[config.mk]
export PLATFORM = sky130hd
export DESIGN_NAME = branch_pc_unit
export DESIGN_NICKNAME = d
export VERILOG_FILES = /design/src/rtl/branch_pc_unit.sv
export SDC_FILE = /design/constraint.sdc
export NUM_CORES = 1
export LEC_CHECK = 0
export ABC_AREA = 0
export CORE_ASPECT_RATIO = 0.9
export CORE_MARGIN = 2
export CORE_UTILIZATION = 45
export DETAILED_ROUTE_END_ITERATION = 10
export PLACE_DENSITY = 0.63
export SLEW_MARGIN = 20
export SYNTH_ARGS = -nofsm -noshare
export SYNTH_HDL_FRONTEND = slang
export SYNTH_SLANG_ARGS = --single-unit
[constraint.sdc]
create_clock -name clk -period 4.5 [get_ports clk]
set_input_delay 0.45 -clock clk [delete_from_list [all_inputs] [get_ports clk]]
set_output_delay 0.45 -clock clk [all_outputs]
set_load 0.05 [all_outputs]
[src/rtl/branch_pc_unit.sv]
// -----------------------------------------------------------------------------
// branch_pc_unit
//   Program-counter and branch-resolution unit for the 8-bit core.
//   Captures the ALU compare flags (equal / lessThan) into a flag register and
//   resolves conditional branches against those registered flags. Branch
//   targets come from a small writable lookup table. The PC is sequenced by a
//   three-state FSM: IDLE -> RUN -> HALT (-> RUN again on start).
//
// Ports
//   clk          single clock, all state updates on the rising edge
//   rst_n        asynchronous active-low reset
//   start        begin execution from PC 0 (accepted in IDLE or HALT)
//   stall        freeze PC, flags and FSM for this cycle (RUN only)
//   halt_req     current instruction is HALT
//   flag_we      current instruction is a compare; capture equal/lessThan
//   equal_in     ALU equal flag
//   lessThan_in  ALU lessThan flag
//   branch_en    current instruction is a branch
//   branch_cond  00 always, 01 if eq, 10 if lt, 11 if !eq
//   lut_idx      target-table entry used by the branch
//   lut_we       write target-table entry lut_waddr with lut_wdata
//   lut_waddr    target-table write address
//   lut_wdata    target-table write data
//   pc           current program counter
//   taken        one-cycle pulse: pc now holds a branch target
//   running      FSM is in RUN
//   done         FSM is in HALT
// -----------------------------------------------------------------------------
module branch_pc_unit #(
  parameter int PC_W   = 10,
  parameter int LUT_AW = 4
) (
  input  logic              clk,
  input  logic              rst_n,
  input  logic              start,
  input  logic              stall,
  input  logic              halt_req,
  input  logic              flag_we,
  input  logic              equal_in,
  input  logic              lessThan_in,
  input  logic              branch_en,
  input  logic [1:0]        branch_cond,
  input  logic [LUT_AW-1:0] lut_idx,
  input  logic              lut_we,
  input  logic [LUT_AW-1:0] lut_waddr,
  input  logic [PC_W-1:0]   lut_wdata,
  output logic [PC_W-1:0]   pc,
  output logic              taken,
  output logic              running,
  output logic              done
);

  localparam int LUT_DEPTH = 2 ** LUT_AW;

  typedef enum logic [1:0] {
    ST_IDLE = 2'd0,
    ST_RUN  = 2'd1,
    ST_HALT = 2'd2
  } state_e;

  typedef enum logic [1:0] {
    COND_ALWAYS = 2'b00,
    COND_EQ     = 2'b01,
    COND_LT     = 2'b10,
    COND_NE     = 2'b11
  } cond_e;

  state_e            state_q, state_d;
  logic [PC_W-1:0]   pc_q, pc_d;
  logic              eq_q, eq_d;
  logic              lt_q, lt_d;
  logic              taken_q, taken_d;

  logic [PC_W-1:0]   lut_q [LUT_DEPTH];
  logic [PC_W-1:0]   lut_rdata;
  logic              cond_true;

  // ---------------------------------------------------------------------------
  // Target table: combinational read, registered write. Because the write is
  // non-blocking, a branch reading the entry being written this cycle sees the
  // old contents.
  // ---------------------------------------------------------------------------
  assign lut_rdata = lut_q[lut_idx];

  // NOTE: the table must read as all-zero after reset (including a mid-run
  // reset), so every entry is cleared asynchronously; this keeps it in flops
  // rather than a RAM macro, which is fine at this depth.
  always_ff @(posedge clk or negedge rst_n) begin
    if (!rst_n) begin
      for (int i = 0; i < LUT_DEPTH; i++) begin
        lut_q[i] <= '0;
      end
    end else if (lut_we) begin
      lut_q[lut_waddr] <= lut_wdata;
    end
  end

  // Branch condition is always judged on the registered flags, never on the
  // flags being captured this cycle.
  always_comb begin
    cond_true = 1'b0;
    case (cond_e'(branch_cond))
      COND_ALWAYS: cond_true = 1'b1;
      COND_EQ:     cond_true = eq_q;
      COND_LT:     cond_true = lt_q;
      COND_NE:     cond_true = !eq_q;
      default:     cond_true = 1'b0;
    endcase
  end

  // ---------------------------------------------------------------------------
  // Next-state / next-PC / next-flag logic.
  // ---------------------------------------------------------------------------
  // NOTE: every signal written here gets a default first, so no path leaves
  // one unassigned and no latch is inferred.
  always_comb begin
    state_d = state_q;
    pc_d    = pc_q;
    eq_d    = eq_q;
    lt_d    = lt_q;
    taken_d = 1'b0;

    case (state_q)
      ST_IDLE, ST_HALT: begin
        // Stall, branch and flag inputs have no effect outside RUN.
        if (start) begin
          state_d = ST_RUN;
          pc_d    = '0;
          eq_d    = 1'b0;
          lt_d    = 1'b0;
        end
      end

      ST_RUN: begin
        if (!stall) begin
          if (halt_req) begin
            // Halt wins over branch and compare; pc keeps its pre-halt value.
            state_d = ST_HALT;
          end else begin
            if (branch_en && cond_true) begin
              pc_d    = lut_rdata;
              taken_d = 1'b1;
            end else begin
              pc_d = pc_q + PC_W'(1);   // wraps naturally at 2^PC_W
            end
            if (flag_we) begin
              eq_d = equal_in;
              lt_d = lessThan_in;
            end
          end
        end
      end

      default: begin
        state_d = ST_IDLE;
      end
    endcase
  end

  // NOTE: state registers use non-blocking assignments so every flop samples
  // the pre-edge values regardless of statement order.
  always_ff @(posedge clk or negedge rst_n) begin
    if (!rst_n) begin
      state_q <= ST_IDLE;
      pc_q    <= '0;
      eq_q    <= 1'b0;
      lt_q    <= 1'b0;
      taken_q <= 1'b0;
    end else begin
      state_q <= state_d;
      pc_q    <= pc_d;
      eq_q    <= eq_d;
      lt_q    <= lt_d;
      taken_q <= taken_d;
    end
  end

  assign pc      = pc_q;
  assign taken   = taken_q;
  assign running = (state_q == ST_RUN);
  assign done    = (state_q == ST_HALT);

endmodule

## Yosys cells after proc, flatten, opt, wreduce, memory -nomap -nowiden

Index checks and enable logic that the tools add are counted.

| word-level totals | value |
|---|---|
| bits in registers | 175 |
| input port bits | 30 |
| output and inout port bits | 13 |
| word-level logic and storage cells | 76 |

| cells by class | value |
|---|---|
| add/sub/neg operators | 1 |
| $lt $le $gt $ge | 3 |
| equal/unequal tests | 10 |
| multiplexer cells | 29 |
| bitwise logic cells | 2 |
| reductions and logical operators | 10 |

Operators by type and width:

| cell | count |
|---|---|
| $bwmux 160 | 1 |
| $mux 10 | 7 |
| $bmux 10 s4 | 1 |
| $demux 10 s4 | 1 |
| $pmux 10 s2 | 1 |
| $mux 1 | 11 |
| $add 10x1->10 const B | 1 |
| $ge 5x5->1 const B | 2 |
| $ne 2x2->1 const B | 5 |
| $not 4->5 | 2 |
| $eq 2x2->1 const B | 3 |
| $mux 2 | 3 |
| $lt 5x1->1 const B | 1 |
| $reduce_and 5->1 | 1 |
| $eq 2x1->1 const B | 2 |
| $logic_not 2->1 | 2 |
| $pmux 1 s2 | 2 |
| $pmux 1 s4 | 1 |
| $pmux 2 s2 | 1 |
| $reduce_and 4->1 | 1 |
| $reduce_and 3->1 | 1 |
| $logic_and 1x1->1 | 2 |
| $reduce_bool 2->1 | 1 |
| $reduce_or 2->1 | 1 |
| $logic_not 1->1 | 1 |

## Longest topological paths before layout

| logic depth | value |
|---|---|
| depth after elaboration | 8 |
| depth in mapped cells | 8 |
| depth with buffers taken out | 6 |

## Worst setup path after synthesis

No wires, ideal clock.

| timing | value |
|---|---|
| kind | input to register |
| start point | input port lut_idx[1] |
| end point | register pc_q[6] (netlist: pc[6]) |
| setup time | 150 ps |
| arrival | 1923 ps |
| required time | 4350 ps |
| setup slack | 2427 ps |
| cell stages on the path | 6 |
| path buffers | 2 |
| cell sequence | clkbuf_1 clkbuf_1 mux4_2 mux2_2 a21oi_1 o221ai_1 |

| between the ends | value |
|---|---|
| cells in the longest elaborated chain, start to end | 8 |

RTL lines:

| what | line | RTL |
|---|---|---|
| start, declared | 43 | `input logic [LUT_AW-1:0] lut_idx,` |
| $not 4->5 (implied by the code) | 83 | `assign lut_rdata = lut_q[lut_idx];` |
| $bmux 10 s4 | 83 |  |
| $mux 10 (implied by the code) (2 in a row) | 83 |  |
| $mux 10 | 140 | `if (branch_en && cond_true) begin` |
| $mux 10 | 136 | `if (halt_req) begin` |
| $mux 10 | 135 | `if (!stall) begin` |
| $pmux 10 s2 | 123 | `case (state_q)` |
| end signal, assigned | 171 | `pc_q <= pc_d;` |
| end, declared | 69 | `logic [PC_W-1:0] pc_q, pc_d;` |

Every way passes these cells. The select of a mux whose other input is x is not followed.
A chain may end at the register's enable or synchronous reset.

## Worst setup path after layout

| timing | value |
|---|---|
| start point | register state_q[0] |
| end point | output port running |

| between the ends | value |
|---|---|
| cells in the longest elaborated chain, start to end | 1 |

RTL lines:

| what | line | RTL |
|---|---|---|
| start, declared | 68 | `state_e state_q, state_d;` |
| start signal, assigned | 170 | `state_q <= state_d;` |
| $eq 2x1->1 | 180 | `assign running = (state_q == ST_RUN);` |
| end, declared | 49 | `output logic running,` |

Every way passes these cells.

==> flow_metrics.env <==
export IMPL_status="finished, final reports clean"
export IMPL_grt_antenna_before_repair=0
export IMPL_required_ns=4.05
export IMPL_grt_pass1_vias=5228
export IMPL_synthAdderAreaFrac_pct=0.154
export IMPL_wirelength_mm=18.4
export IMPL_hold_viol_final=0
export IMPL_post_route_period_util_pct=52.4
export IMPL_skew_ns=0.00416
export IMPL_routedWlPerCell_um=21.8
export IMPL_drc=0
export IMPL_cts_setup_buffers=0
export IMPL_slew_violations=0
export IMPL_async_flop_share_pct=100
export IMPL_crit_path_cell_trace="inv_1 -> nor2_1 -> clkdlybuf4s50_1"
export IMPL_holdBufCountCts=0
export IMPL_die_area_mm2=0.0191
export IMPL_grt_max_degree=118
export IMPL_synthXorXnorAreaFrac_pct=0
export IMPL_synthSimpleGateAreaFrac_pct=5.05
export IMPL_max_slew_worst_pin_slew_ns=1.04
export IMPL_cts_tree="done"
export IMPL_syn_num_nets=579
export IMPL_post_cts_resize_count=0
export IMPL_place_gp_congestion=0.784
export IMPL_cts_sinks=175
export IMPL_numCtsBuffers=17
export IMPL_area_growth_pct=15.7
export IMPL_cp_top_family="buffers and inverters"
export IMPL_drive_gt1_share_pct=41.8
export IMPL_fin_nets=623
export IMPL_irDropWorstVdd_uv=291
export IMPL_critPathCaptureType="output port"
export IMPL_synth_edf_count=0
export IMPL_path_max_fanout=4
export IMPL_first_pass_iters=4
export IMPL_critPathMaxStageDelay_ns=0.85
export IMPL_path_clk_slew_ns=0.06
export IMPL_core_area_mm2=0.0176
export IMPL_worst_slack_ns=2.14
export IMPL_io_pin_count=43
export IMPL_die_w_um=146
export IMPL_hp_class="in2async"
export IMPL_setup_violations=0
export IMPL_fin_crit_ns=2.36
export IMPL_path_buf_inv=2
export IMPL_grtUsageTotal_pct=20.5
export IMPL_rsz0062_at_grt="false"
export IMPL_core_rowCount=46
export IMPL_drt_iter0_drc=223
export IMPL_ys_ff_latch=175
export IMPL_fmax_ghz=0.424
export IMPL_syn_area_mm2=0.00811
export IMPL_max_cap_viol_count=0
export IMPL_grt_overflow_total=0
export IMPL_cts_buffer_depth=2
export IMPL_grt_first_pass_wirelength_mm=29.8
export IMPL_synth_compound_area_share_pct=3.10
export IMPL_post_drt_via_cell_ratio=5.67
export IMPL_pre_cts_ws_ns=1.73
export IMPL_synth_top_family_by_area="multiplexers"
export IMPL_ys_flop_type="dfrtp_1"
export IMPL_slew_headroom_pct=30.7
export IMPL_mostFrequentLayoutCell="dfrtp_1"
export IMPL_finalPower_uw=4580
export IMPL_numPortBuffers=42
export IMPL_antenna_left=0
export IMPL_power_density_mw_per_mm2=488
export IMPL_cpMaxStageDelayCell="clkdlybuf4s50_1"
export IMPL_n_fill_cell=1478
export IMPL_htreeDepth=4
export IMPL_path_class="reg2out"
export IMPL_tns_ns=0
export IMPL_p_leak_uw=0.00399
export IMPL_crit_arrival_ns=1.91
export IMPL_layout_common_cells="dfrtp_1 (175), mux2_2 (168), mux4_2 (40)"
export IMPL_syn_instance_count=548
export IMPL_dpl_hpwl_mm=11.9
export IMPL_die_h_um=131
export IMPL_muxShareOfSynthArea_pct=35.7
export IMPL_avgSynthCellArea_um2=14.8
export IMPL_routed_via_count=4789
export IMPL_insertedDiodeCount=0
export IMPL_start_util_pct=46.0
export IMPL_cts_root_buffer="clkbuf_16"
export IMPL_holdWs_ns=0.112
export IMPL_yosys_warnings=0
export IMPL_yosysUniqueCellTypes=38
export IMPL_clock_latency_ns=0.43
export IMPL_worstSetupStartpointType="register"
export IMPL_yosysSeqAreaShare_pct=54.0
[registers in the layout, summed over array words and instances (netlist names)]
signal	flops
eq_q	1
lut_q	160
taken	1
state_q	2
lt_q	1
pc	10
[synth_stat cells (2+ instances only)]
cell	n	area (um^2)
nand3b_1	5	37.5
a22o_1	2	17.5
nor2_1	22	82.6
o21ai_0	7	35.0
nor2b_1	3	18.8
inv_1	7	26.3
or3_1	3	18.8
o31ai_1	6	45.0
mux2i_1	10	100
dfrtp_1	175	4380
nand3_1	5	25.0
mux2_2	168	1890
buf_2	5	25.0
o221ai_1	6	52.6
a21oi_1	10	50.1
nor3b_1	2	15.0
nand2b_1	8	50.1
and3_1	5	31.3
clkbuf_1	24	90.1
and4_1	2	17.5
nand2_1	17	63.8
mux4_2	40	901
[cell families (layout without fill, tap and decap cells)]
logic type	after synthesis	count (layout)
and+or+nand+nor	78	78
buffers and inverters	39	96
AOI/OAI and AO/OA	37	37
muxes	218	218
adders and majority gates	1	1
DFF	175	175
[cell type report]
| cell class | instances | area [um^2] | share of cell area (%) |
|---|---|---|---|
| sequential | 175 | 4380 | 46.7 |
| multi-input combinational | 334 | 3570 | 38.0 |
| timing repair buffer | 57 | 527 | 5.62 |
| clock inverter | 5 | 77.6 | 0.827 |
| tap | 240 | 300 | 3.20 |
| clock buffer | 27 | 503 | 5.36 |
| inverter | 7 | 26.3 | 0.280 |
[stage by stage]
stage / cells / util (%) / instance area [um^2]
floorplan: 548 / - / 8110
global placement: 813 / 49.9 / 8800
detailed placement: 813 / 49.9 / 8800
CTS: 845 / 53.2 / 9380
global route: 845 / 53.3 / 9380
finish: 845 / 53.3 / 9380
[final timing paths]
| path | start | to | slack, ns | depth (start not counted) |
|---|---|---|---|---|
| worst max register to register | state_q[1] | pc[7] | 2.36 | 5 |
| worst min register to register | lut_q[18] | lut_q[18] | 0.50 | 1 |
| worst min-delay path | rst_n | lut_q[36] | 0.11 | 1 |
| max in group asynchronous | rst_n | lut_q[140] | 3.32 | 2 |
| worst max-delay path | state_q[0] | running | 2.14 | 3 |
| min in group clk | lut_q[18] | lut_q[18] | 0.50 | 1 |
[metal layers]
| metal | up-vias | GRT usage, % | routed length [um] |
|---|---|---|---|
| li1 | 2144 | - | - |
| met1 | 2558 | 28.3 | 8660 |
| met2 | 68 | 32.9 | 8870 |
| met3 | 19 | 4.86 | 604 |
| met4 | 0 | 5.23 | 296 |
| met5 | - | 0 | 0 |
[report_power, final]
part,internal (uW),total [uW],switching (uW)
clock network,876,1460,583
logic,552,984,431
registers,1940,2140,194
(Power assumes the default switching activity.)
